**src/rtl/rv32i_decoder.sv**
```systemverilog
// RV32I decode-stage field splitter: slices the instruction word, classifies its format,
// builds the sign-extended immediate, flags illegal encodings, and keeps a one-cycle registered copy.
module rv32i_decoder #(
    parameter int XLEN = 32
) (
    input  logic            i_clk,
    input  logic            i_rst,
    input  logic            i_valid,
    input  logic [31:0]     i_instruction,
    output logic [6:0]      o_opcode,
    output logic [4:0]      o_rd,
    output logic [2:0]      o_funct3,
    output logic [4:0]      o_rs1,
    output logic [11:0]     o_immediate,
    output logic [4:0]      o_rs2,
    output logic [6:0]      o_funct7,
    output logic [2:0]      o_fmt,
    output logic [XLEN-1:0] o_imm32,
    output logic            o_illegal,
    output logic            o_q_valid,
    output logic [6:0]      o_q_opcode,
    output logic [4:0]      o_q_rd,
    output logic [2:0]      o_q_funct3,
    output logic [4:0]      o_q_rs1,
    output logic [4:0]      o_q_rs2,
    output logic [6:0]      o_q_funct7,
    output logic [2:0]      o_q_fmt,
    output logic [XLEN-1:0] o_q_imm32,
    output logic            o_q_illegal
);

    localparam logic [6:0] OPC_OP     = 7'b0110011;
    localparam logic [6:0] OPC_OP_IMM = 7'b0010011;
    localparam logic [6:0] OPC_LOAD   = 7'b0000011;
    localparam logic [6:0] OPC_JALR   = 7'b1100111;
    localparam logic [6:0] OPC_SYSTEM = 7'b1110011;
    localparam logic [6:0] OPC_FENCE  = 7'b0001111;
    localparam logic [6:0] OPC_STORE  = 7'b0100011;
    localparam logic [6:0] OPC_BRANCH = 7'b1100011;
    localparam logic [6:0] OPC_LUI    = 7'b0110111;
    localparam logic [6:0] OPC_AUIPC  = 7'b0010111;
    localparam logic [6:0] OPC_JAL    = 7'b1101111;

    localparam logic [2:0] FMT_R   = 3'd0;
    localparam logic [2:0] FMT_I   = 3'd1;
    localparam logic [2:0] FMT_S   = 3'd2;
    localparam logic [2:0] FMT_B   = 3'd3;
    localparam logic [2:0] FMT_U   = 3'd4;
    localparam logic [2:0] FMT_J   = 3'd5;
    localparam logic [2:0] FMT_BAD = 3'd7;

    localparam logic [6:0] F7_BASE = 7'b0000000;
    localparam logic [6:0] F7_ALT  = 7'b0100000;

    logic [31:0]     instr;
    logic [2:0]      fmt_next;
    logic [XLEN-1:0] imm_next;
    logic            illegal_next;

    assign instr       = i_instruction;
    assign o_opcode    = instr[6:0];
    assign o_rd        = instr[11:7];
    assign o_funct3    = instr[14:12];
    assign o_rs1       = instr[19:15];
    assign o_immediate = instr[31:20];
    assign o_rs2       = instr[24:20];
    assign o_funct7    = instr[31:25];

    always_comb begin
        fmt_next = FMT_BAD;
        case (instr[6:0])
            OPC_OP:                                  fmt_next = FMT_R;
            OPC_OP_IMM, OPC_LOAD, OPC_JALR,
            OPC_SYSTEM, OPC_FENCE:                   fmt_next = FMT_I;
            OPC_STORE:                               fmt_next = FMT_S;
            OPC_BRANCH:                              fmt_next = FMT_B;
            OPC_LUI, OPC_AUIPC:                      fmt_next = FMT_U;
            OPC_JAL:                                 fmt_next = FMT_J;
            default:                                 fmt_next = FMT_BAD;
        endcase
    end

    always_comb begin
        imm_next = '0;
        case (fmt_next)
            FMT_I: imm_next = {{(XLEN-12){instr[31]}}, instr[31:20]};
            FMT_S: imm_next = {{(XLEN-12){instr[31]}}, instr[31:25], instr[11:7]};
            FMT_B: imm_next = {{(XLEN-13){instr[31]}}, instr[31], instr[7],
                               instr[30:25], instr[11:8], 1'b0};
            FMT_U: imm_next = {instr[31:12], 12'b0};
            FMT_J: imm_next = {{(XLEN-21){instr[31]}}, instr[31], instr[19:12],
                               instr[20], instr[30:21], 1'b0};
            default: imm_next = '0;
        endcase
    end

    // Each rule is an independent OR term; an unknown opcode is already covered by FMT_BAD.
    always_comb begin
        illegal_next = (fmt_next == FMT_BAD);
        case (instr[6:0])
            OPC_OP: begin
                if (instr[31:25] != F7_BASE && instr[31:25] != F7_ALT)
                    illegal_next = 1'b1;
                if (instr[31:25] == F7_ALT && instr[14:12] != 3'b000 && instr[14:12] != 3'b101)
                    illegal_next = 1'b1;
            end
            OPC_OP_IMM: begin
                if (instr[14:12] == 3'b001 && instr[31:25] != F7_BASE)
                    illegal_next = 1'b1;
                if (instr[14:12] == 3'b101 && instr[31:25] != F7_BASE && instr[31:25] != F7_ALT)
                    illegal_next = 1'b1;
            end
            OPC_BRANCH: begin
                if (instr[14:12] == 3'b010 || instr[14:12] == 3'b011)
                    illegal_next = 1'b1;
            end
            OPC_LOAD: begin
                if (instr[14:12] == 3'b011 || instr[14:13] == 2'b11)
                    illegal_next = 1'b1;
            end
            OPC_STORE: begin
                if (instr[14:12] >= 3'b011)
                    illegal_next = 1'b1;
            end
            OPC_JALR: begin
                if (instr[14:12] != 3'b000)
                    illegal_next = 1'b1;
            end
            default: ;
        endcase
    end

    assign o_fmt     = fmt_next;
    assign o_imm32   = imm_next;
    assign o_illegal = illegal_next;

    // Fields load every cycle; only the valid bit carries i_valid.
    always_ff @(posedge i_clk) begin
        if (i_rst) begin
            o_q_valid   <= 1'b0;
            o_q_opcode  <= '0;
            o_q_rd      <= '0;
            o_q_funct3  <= '0;
            o_q_rs1     <= '0;
            o_q_rs2     <= '0;
            o_q_funct7  <= '0;
            o_q_fmt     <= '0;
            o_q_imm32   <= '0;
            o_q_illegal <= 1'b0;
        end else begin
            o_q_valid   <= i_valid;
            o_q_opcode  <= instr[6:0];
            o_q_rd      <= instr[11:7];
            o_q_funct3  <= instr[14:12];
            o_q_rs1     <= instr[19:15];
            o_q_rs2     <= instr[24:20];
            o_q_funct7  <= instr[31:25];
            o_q_fmt     <= fmt_next;
            o_q_imm32   <= imm_next;
            o_q_illegal <= illegal_next;
        end
    end

endmodule

```
**config.mk**
```make
export PLATFORM = sky130hd
export DESIGN_NAME = rv32i_decoder
export DESIGN_NICKNAME = d
export VERILOG_FILES = /design/src/rtl/rv32i_decoder.sv
export SDC_FILE = /design/constraint.sdc
export NUM_CORES = 1
export LEC_CHECK = 0
export CAP_MARGIN = 40
export CELL_PAD_IN_SITES_DETAIL_PLACEMENT = 0
export CELL_PAD_IN_SITES_GLOBAL_PLACEMENT = 1
export CORE_MARGIN = 2
export CORE_UTILIZATION = 28
export CTS_CLUSTER_DIAMETER = 30
export CTS_CLUSTER_SIZE = 28
export DETAILED_ROUTE_END_ITERATION = 8
export HOLD_SLACK_MARGIN = 0.02
export PLACE_DENSITY = 0.92
export SYNTH_ARGS = -nofsm -noshare
export SYNTH_HDL_FRONTEND = slang
export SYNTH_SLANG_ARGS = --single-unit
```
**constraint.sdc**
```tcl
create_clock -name i_clk -period 5.7 [get_ports i_clk]
set_input_delay 1.71 -clock i_clk [delete_from_list [all_inputs] [get_ports i_clk]]
set_output_delay 1.71 -clock i_clk [all_outputs]
set_load 0.03 [all_outputs]
```
==> impl_metrics.csv, run 1 <==
group,metric,value,unit
place,dp_cells,630,
place,globalplace.congestion,0.835,
power_and_ir_drop,p_total,1.26,mW
timing,tightest_slew,556,ps
logic_synthesis,ys.flop_type,"dfxtp_1",
timing,hold_viol,0,
timing,rsz0062_at_grt,"true",
final_layout,nets,536,
timing,min_period_over_period,0.975,
drt,num_vias,3025,
power_and_ir_drop,vdd_drop_max,0.100,mV
power_and_ir_drop,leakage,2.10,nW
final_layout,final_area,0.00506,mm2
floorplan,chipWidth,109,um
setup_path,cp_data_arrival_time,3850,ps
global_route,antenna_found_initial,0,
place,pre_cts_slack,98.4,ps
global_route,grt-ovfl-total,0,
clocking,clk_pin_slew_worst_paths,80,ps
timing,slew_viol_final,0,
setup_path,start_kind,"input pin",
floorplan,num_rows,38,
timing,whs,1740,ps
logic_synthesis,synth_cells,350,
floorplan,core_area,0.0108,mm2
final_layout,diodes,0,
setup_path,path_class,"in2out",
setup_path,end_kind,"primary output",
drt,drc_errors,0,
timing,fin_setup_tns,0,ps
clocking,htree_levels,3,
global_route,grt_pass1_vias,2793,
final_layout,layoutNonFillerInstCount,646,
final_layout,utilization,0.469,
clocking,clkSinkCount,69,
place,dp_hpwl,7.96,mm
drt,viasPerCell,4.68,
setup_path,cp_common_cell,"clkdlybuf4s50_1",
final_layout,final_layout_size_suffix_gt1_frac,0.162,
logic_synthesis,syn_area,0.00309,mm2
power_and_ir_drop,power_density,249,mW/mm2
global_route,track_usage,0.166,
drt,routedWlPerCell,15.9,um
timing,layout_min_cycle_time,5560,ps
drt,drtPass1Iterations,4,
setup_path,crit_chain,"clkdlybuf4s50_1 > or2_1 > a21oi_1 > o21ai_0 > buf_4 > a211oi_1 > clkdlybuf4s50_1",
floorplan,die-area,0.0119,mm2
logic_synthesis,yosys_register_bits,69,
timing,setup_ws,143,ps
logic_synthesis,syn_nets,385,
global_route,grt_max_degree,39,
final_layout,mostFrequentLayoutCell,"clkdlybuf4s50_1",
logic_synthesis,yosys.cell_types.count,46,
place,port_buffers,183,
place,placed_cell_area,0.00481,mm2
logic_synthesis,syn_area_per_cell,8.84,um2
setup_path,cp_max_fo,12,
logic_synthesis,synth_edf_count,0,
job,drv_cap,0,
floorplan,start_util,0.287,
logic_synthesis,synthArstFlopShare,0,
timing,setup_viol,0,
clocking,ctsHoldBuffers,0,
drt,drt_wl_total,10.3,mm
clocking,root_buffer,"clkbuf_8",
clocking,numCtsBuffers,9,
logic_synthesis,yosysSeqAreaShare,0.447,
drt,drtAntennaViolNets,0,
setup_path,worst_ep_required_time,3990,ps
setup_path,slowest_stage,"clkdlybuf4s50_1",
final_layout,layout_common_cells,"148 x clkdlybuf4s50_1, 69 x dfxtp_1, 47 x buf_4, 40 x nand2_1, 26 x nor2b_1",
run_status,status,"finished clean",
timing,clock.fmax,180,MHz
hold_path,hold_path.class,"in2reg",
floorplan,die_h,109,um
floorplan,io_pins,184,
setup_path,max_stage_delay,710,ps
final_layout,area_delta_synth_final,63.8,%
logic_synthesis,yosysWarnings,0,
clocking,ctsLongestPathBuffers,2,
global_route,grt_pass1_wl,14.9,mm
clocking,cts_tree,"done",
drt,initialDrtViolationCount,154,
timing,slew_headroom,0.624,
## cell type report
cell class | instances | area [um2]
repair buffers | 206 | 1990
inverters | 13 | 48.8
clock inverters | 4 | 95.1
well taps | 140 | 175
clock buffers | 12 | 145
fillers | 1024 | 5730
flip-flops and latches | 69 | 1380
multi-input cells | 202 | 1230
## power breakdown
group / leakage, nW / total (mW) / internal [mW] / switching [mW]
Clock: 0.121 / 0.481 / 0.302 / 0.178
Sequential: 0.567 / 0.504 / 0.499 / 0.00422
Combinational: 1.41 / 0.276 / 0.113 / 0.163
## critical path: cells and delay by family
kind | cells | cell delay (ps)
buffers and inverters | 3 | 1410
AOI/OAI and AO/OA | 3 | 450
and+or+nand+nor | 1 | 280
## layer usage
metal	GRT usage	part of all wire
met5	0	0
met4	0.0540	0.014
met3	0.0460	0.075
met2	0.289	0.50
met1	0.197	0.41
## synth_stat cells, types with 2 or more instances
cell | number | area (um2)
nor2_1 | 20 | 75.1
dfxtp_1 | 69 | 1380
and2_1 | 3 | 18.8
o2bb2ai_1 | 8 | 70.1
nor4_1 | 2 | 12.5
or3b_2 | 2 | 17.5
or3_1 | 2 | 12.5
buf_4 | 44 | 330
a22o_1 | 9 | 78.8
a2111oi_0 | 6 | 52.6
and3_1 | 3 | 18.8
nand3b_1 | 3 | 22.5
a211oi_1 | 6 | 45.0
and3b_1 | 2 | 17.5
clkbuf_1 | 8 | 30.0
buf_2 | 13 | 65.1
nand3_1 | 3 | 15.0
o22ai_1 | 3 | 18.8
o32ai_1 | 4 | 35.0
inv_1 | 13 | 48.8
o21ai_0 | 16 | 80.1
a21oi_1 | 14 | 70.1
nor2b_1 | 26 | 163
a21oi_2 | 10 | 87.6
nand2_1 | 40 | 150
## state kept, by name (all words and copies together), names as in the netlist
register     flops
o_q_imm32       32
o_q_funct7       7
o_q_opcode       7
o_q_rd           5
o_q_rs1          5
o_q_rs2          5
o_q_fmt          3
o_q_funct3       3
o_q_illegal      1
o_q_valid        1
## logic make-up after synthesis
family,after synthesis,share of synthesized area
AO/OA/AOI/OAI,82,0.190
XOR/XNOR,2,0.00566
buffers and inverters,79,0.157
flip-flops,69,0.447
AND/OR/NAND/NOR,118,0.201
## repair_timing
action	4_1_cts	5_1_grt
gates resized for setup	0	6
buffers inserted	0	0
setup endpoints to repair	0	7
## worst paths after layout
kind,from,end,slack [ps],depth (start not counted)
worst max-delay path,i_instruction[2],o_imm32[9],140,7
worst min-delay path,i_rst,o_q_funct7[3],1740,2
Power figures use the tool's default switching activity.
==> run 2, diff against run 1 <==
--- a/config.mk
+++ b/config.mk
@@ -15,6 +15,7 @@
 export DETAILED_ROUTE_END_ITERATION = 8
 export HOLD_SLACK_MARGIN = 0.02
 export PLACE_DENSITY = 0.92
+export REMOVE_ABC_BUFFERS = 1
 export SYNTH_ARGS = -nofsm -noshare
 export SYNTH_HDL_FRONTEND = slang
 export SYNTH_SLANG_ARGS = --single-unit
==> constraint.sdc (replaced) <==
create_clock -name i_clk -period 6.4 [get_ports i_clk]
set_input_delay 1.92 -clock i_clk [delete_from_list [all_inputs] [get_ports i_clk]]
set_output_delay 1.92 -clock i_clk [all_outputs]
set_load 0.03 [all_outputs]
==> run 2 against run 1 <==
Sequential power is 11% lower. Via count is 0.56% lower. Final area is 1.4% lower. Worst setup slack worse by 41 ps. Critical path depth stayed put. Sequential share of layout area is 0.40 points higher. Power is 16% lower. Non-clock buffer count is 3 lower. Cell count is 0.46% lower. Die area stayed put. Clock power is 23% lower. Critical endpoint is now o_imm32[14]. Largest cell class unchanged.
==> impl_metrics.csv, run 2 (synthesized netlist as in run 1, its figures left out) <==
group,metric,value,unit
global_route,track_usage,0.168,
hold_path,hold_path.class,"in2reg",
run_status,status,"finished clean",
place,globalplace.congestion,0.851,
timing,slew_headroom,0.616,
floorplan,io_pins,184,
drt,num_vias,3008,
final_layout,layout_common_cells,"159 x clkdlybuf4s50_1, 69 x dfxtp_1, 40 x nand2_1, 38 x buf_4, 26 x nor2b_1",
floorplan,chipWidth,109,um
global_route,grt-ovfl-total,0,
power_and_ir_drop,vdd_drop_max,0.0932,mV
final_layout,nets,533,
power_and_ir_drop,p_total,1.06,mW
drt,drtAntennaViolNets,0,
place,dp_cells,627,
final_layout,seqCellArea,0.00138,mm2
timing,min_period_over_period,0.984,
final_layout,diodes,0,
drt,drc_errors,0,
drt,drtPass1Iterations,4,
timing,setup_viol,0,
setup_path,start_kind,"input pin",
timing,fin_setup_tns,0,ps
final_layout,largest_register_ffs,32,
floorplan,die-area,0.0119,mm2
setup_path,path_class,"in2out",
drt,initialDrtViolationCount,174,
final_layout,final_area,0.00499,mm2
timing,rsz0062_at_grt,"false",
final_layout,area_delta_synth_final,61.4,%
clocking,cts_tree,"done",
timing,hold_viol,0,
final_layout,utilization,0.463,
setup_path,cp_data_arrival_time,4380,ps
setup_path,worst_ep_required_time,4480,ps
clocking,root_buffer,"clkbuf_8",
setup_path,end_kind,"primary output",
drt,viasPerCell,4.68,
final_layout,multi_input_area,0.00123,mm2
global_route,grt_pass1_vias,2877,
floorplan,core_area,0.0108,mm2
global_route,grt_max_degree,35,
clocking,ctsLongestPathBuffers,2,
job,drv_cap,0,
global_route,antenna_found_initial,0,
clocking,numCtsBuffers,9,
timing,clock.fmax,159,MHz
place,placed_cell_area,0.00477,mm2
timing,slew_viol_final,0,
floorplan,start_util,0.287,
timing,tightest_slew,568,ps
clocking,htree_levels,3,
floorplan,num_rows,38,
power_and_ir_drop,leakage,2.02,nW
final_layout,top_register,"o_q_imm32",
clocking,post_cts_buffers,0,
place,dp_hpwl,7.54,mm
final_layout,n_fill_cell,1027,
clocking,clk_pin_slew_worst_paths,80,ps
clocking,ctsHoldBuffers,0,
drt,drt_wl_total,10.1,mm
clocking,clkSinkCount,69,
place,port_buffers,183,
final_layout,mostFrequentLayoutCell,"clkdlybuf4s50_1",
clocking,ctsResizeCount,0,
final_layout,largestRegisters,"o_q_imm32 (32), o_q_funct7 (7), o_q_opcode (7)",
final_layout,final_layout_size_suffix_gt1_frac,0.141,
timing,layout_min_cycle_time,6300,ps
power_and_ir_drop,power_density,212,mW/mm2
final_layout,layoutNonFillerInstCount,643,
setup_path,cp_max_fo,12,
global_route,grt_pass1_wl,15.2,mm
floorplan,die_h,109,um
drt,routedWlPerCell,15.8,um
run 2: per-layer routing:
metal / global-route usage / up-vias / share of wire
li1: - / 1447 / -
met1: 0.209 / 1426 / 0.41
met2: 0.287 / 122 / 0.51
met3: 0.0281 / 13 / 0.062
met4: 0.0650 / 0 / 0.016
met5: 0 / - / 0
run 2: where the power goes:
group	switching (mW)	internal, mW
logic	0.143	0.0992
registers	0.00402	0.445
clock network	0.168	0.202
total	0.314	0.746
run 2: per-stage QoR:
stage | worst slack [ps] | hold WS (ps)
final | 102 | 2000
after global routing | 3.01 | 2030
after CTS | 101 | 2000
after detailed placement | 107 | 2360
after global placement | 194 | 2360
after floorplan | 962 | 1980
run 2: final timing paths:
| kind | startpoint | end | slack (ps) | cells after the start |
|---|---|---|---|---|
| max | i_instruction[3] | o_imm32[14] | 100 | 7 |
| min | i_rst | o_q_funct3[2] | 2000 | 2 |
run 2: cell type report:
cell class | count | area share
Tap cell | 140 | 0.0351
Clock buffer | 11 | 0.0303
Multi-Input combinational cell | 202 | 0.246
Sequential cell | 69 | 0.277
Timing Repair Buffer | 203 | 0.391
Inverter | 13 | 0.00977
Clock inverter | 5 | 0.0115
run 2: worst max-delay path, stage by stage:
cell	delay, ps
clkdlybuf4s50_1	510
buf_4	230
or3b_2	480
a21oi_2	220
inv_1	130
o22ai_1	170
clkdlybuf4s50_1	700
==> run 3, diff against run 2 <==
==> constraint.sdc (replaced) <==
create_clock -name i_clk -period 6.4 [get_ports i_clk]
set_input_delay 1.92 -clock i_clk [delete_from_list [all_inputs] [get_ports i_clk]]
set_output_delay 1.92 -clock i_clk [all_outputs]
set_load 0.005 [all_outputs]
==> run 3 against run 2 <==
Flip-flop and latch count is the same. Count of clock-buffer cells in the layout grew 1. Via count shrank 0.43%. Fmax grew 1.5%. Non-clock buffer count grew 3. First-iteration DRC count shrank 29%. Critical path depth shrank 1. Die area is the same. Largest power group unchanged.
==> impl_metrics.csv, run 3 (synthesized netlist as in run 1, its figures left out) <==
group,metric,value,unit
power_and_ir_drop,intPower,0.755,mW
place,port_buffers,183,
place,dp_cells,630,
drt,drtAntennaViolNets,0,
final_layout,largestRegisters,"o_q_imm32 (32), o_q_funct7 (7), o_q_opcode (7)",
clocking,clkSinkCount,69,
clocking,cts_tree,"done",
setup_path,cp_max_fo,13,
final_layout,nets,536,
timing,hold_viol,0,
timing,fin_setup_tns,0,ps
setup_path,worst_ep_required_time,4480,ps
place,globalplace.congestion,0.847,
global_route,grt_pass1_vias,2809,
hold_path,hold_path.class,"in2reg",
final_layout,diodes,0,
final_layout,utilization,0.468,
job,drv_cap,0,
floorplan,core_area,0.0108,mm2
clocking,htree_levels,3,
place,dp_hpwl,7.67,mm
timing,tightest_slew,707,ps
run_status,status,"finished clean",
timing,slew_viol_final,0,
global_route,grt-ovfl-total,0,
final_layout,n_fill_cell,1030,
final_layout,largest_register_ffs,32,
timing,setup_viol,0,
drt,viasPerCell,4.64,
power_and_ir_drop,leakage,1.94,nW
floorplan,io_pins,184,
global_route,grt_max_degree,37,
power_and_ir_drop,p_total,0.997,mW
clocking,post_cts_buffers,0,
final_layout,top_register,"o_q_imm32",
clocking,clk_pin_slew_worst_paths,70,ps
drt,num_vias,2995,
power_and_ir_drop,vdd_drop_max,0.0851,mV
power_and_ir_drop,swShare,0.242,
final_layout,multi_input_area,0.00123,mm2
final_layout,area_delta_synth_final,63.3,%
timing,min_period_over_period,0.969,
timing,clock.fmax,161,MHz
timing,rsz0062_at_grt,"false",
clocking,root_buffer,"clkbuf_8",
clocking,ctsLongestPathBuffers,2,
timing,slew_headroom,0.522,
global_route,grt_pass1_wl,14.9,mm
setup_path,end_kind,"primary output",
power_and_ir_drop,pwr-share-comb,0.176,
drt,drt_wl_total,10.1,mm
power_and_ir_drop,p_sw,0.241,mW
global_route,antenna_found_initial,0,
clocking,ctsResizeCount,0,
setup_path,cp_data_arrival_time,4280,ps
clocking,ctsHoldBuffers,0,
final_layout,mostFrequentLayoutCell,"clkdlybuf4s50_1",
floorplan,die-area,0.0119,mm2
global_route,track_usage,0.165,
floorplan,chipWidth,109,um
power_and_ir_drop,power_density,197,mW/mm2
floorplan,die_h,109,um
power_and_ir_drop,pwr-share-seq,0.450,
setup_path,start_kind,"input pin",
floorplan,num_rows,38,
final_layout,layout_common_cells,"181 x clkdlybuf4s50_1, 69 x dfxtp_1, 40 x nand2_1, 26 x nor2b_1, 23 x buf_4",
drt,initialDrtViolationCount,124,
clocking,numCtsBuffers,9,
final_layout,layoutNonFillerInstCount,646,
power_and_ir_drop,power.share.clock,0.374,
floorplan,start_util,0.287,
drt,drc_errors,0,
final_layout,seqCellArea,0.00138,mm2
timing,layout_min_cycle_time,6200,ps
final_layout,final_layout_size_suffix_gt1_frac,0.111,
setup_path,path_class,"in2out",
drt,drtPass1Iterations,4,
drt,routedWlPerCell,15.6,um
-- run 3: power by group through the flow --
stage	logic (mW)	clock network (mW)	registers, mW
after global routing	0.190	0.406	0.450
final	0.176	0.373	0.449
after global placement	0.173	0	0.458
after floorplan	0.0381	0	0.461
after detailed placement	0.175	0	0.459
after CTS	0.176	0.381	0.449
-- run 3: path summary, 6_finish.rpt --
check                             from             to  slack [ps]  cells after the start
worst max-delay path  i_instruction[3]    o_imm32[29]         200                      6
worst min-delay path             i_rst  o_q_funct3[2]        2120                      2
-- run 3: layout make-up --
type	count	area share
Timing Repair Buffer	206	0.396
Sequential cell	69	0.273
Multi-Input combinational cell	202	0.244
Tap cell	140	0.0347
Clock buffer	12	0.0327
Inverter	13	0.00966
Clock inverter	4	0.00892
-- run 3: layer usage --
layer | GRT usage | share of wire
met2 | 0.288 | 0.52
met4 | 0.0577 | 0.012
met1 | 0.199 | 0.41
met3 | 0.0359 | 0.055
met5 | 0 | 0
-- run 3: metrics by stage --
stage | area (um2) | hold slack [ps] | setup slack, ps
after detailed placement | 4830 | 2480 | 77.1
after CTS | 5040 | 2110 | 49.9
after floorplan | 2660 | 1980 | 1260
after global routing | 5050 | 2130 | 43.4
after global placement | 4830 | 2460 | 117
final | 5050 | 2120 | 197
-- run 3: worst max-delay path, cell delays in order --
cell,delay [ps]
clkdlybuf4s50_1,580
or2_1,380
and3_1,200
or4b_4,590
nand2_1,110
clkdlybuf4s50_1,500
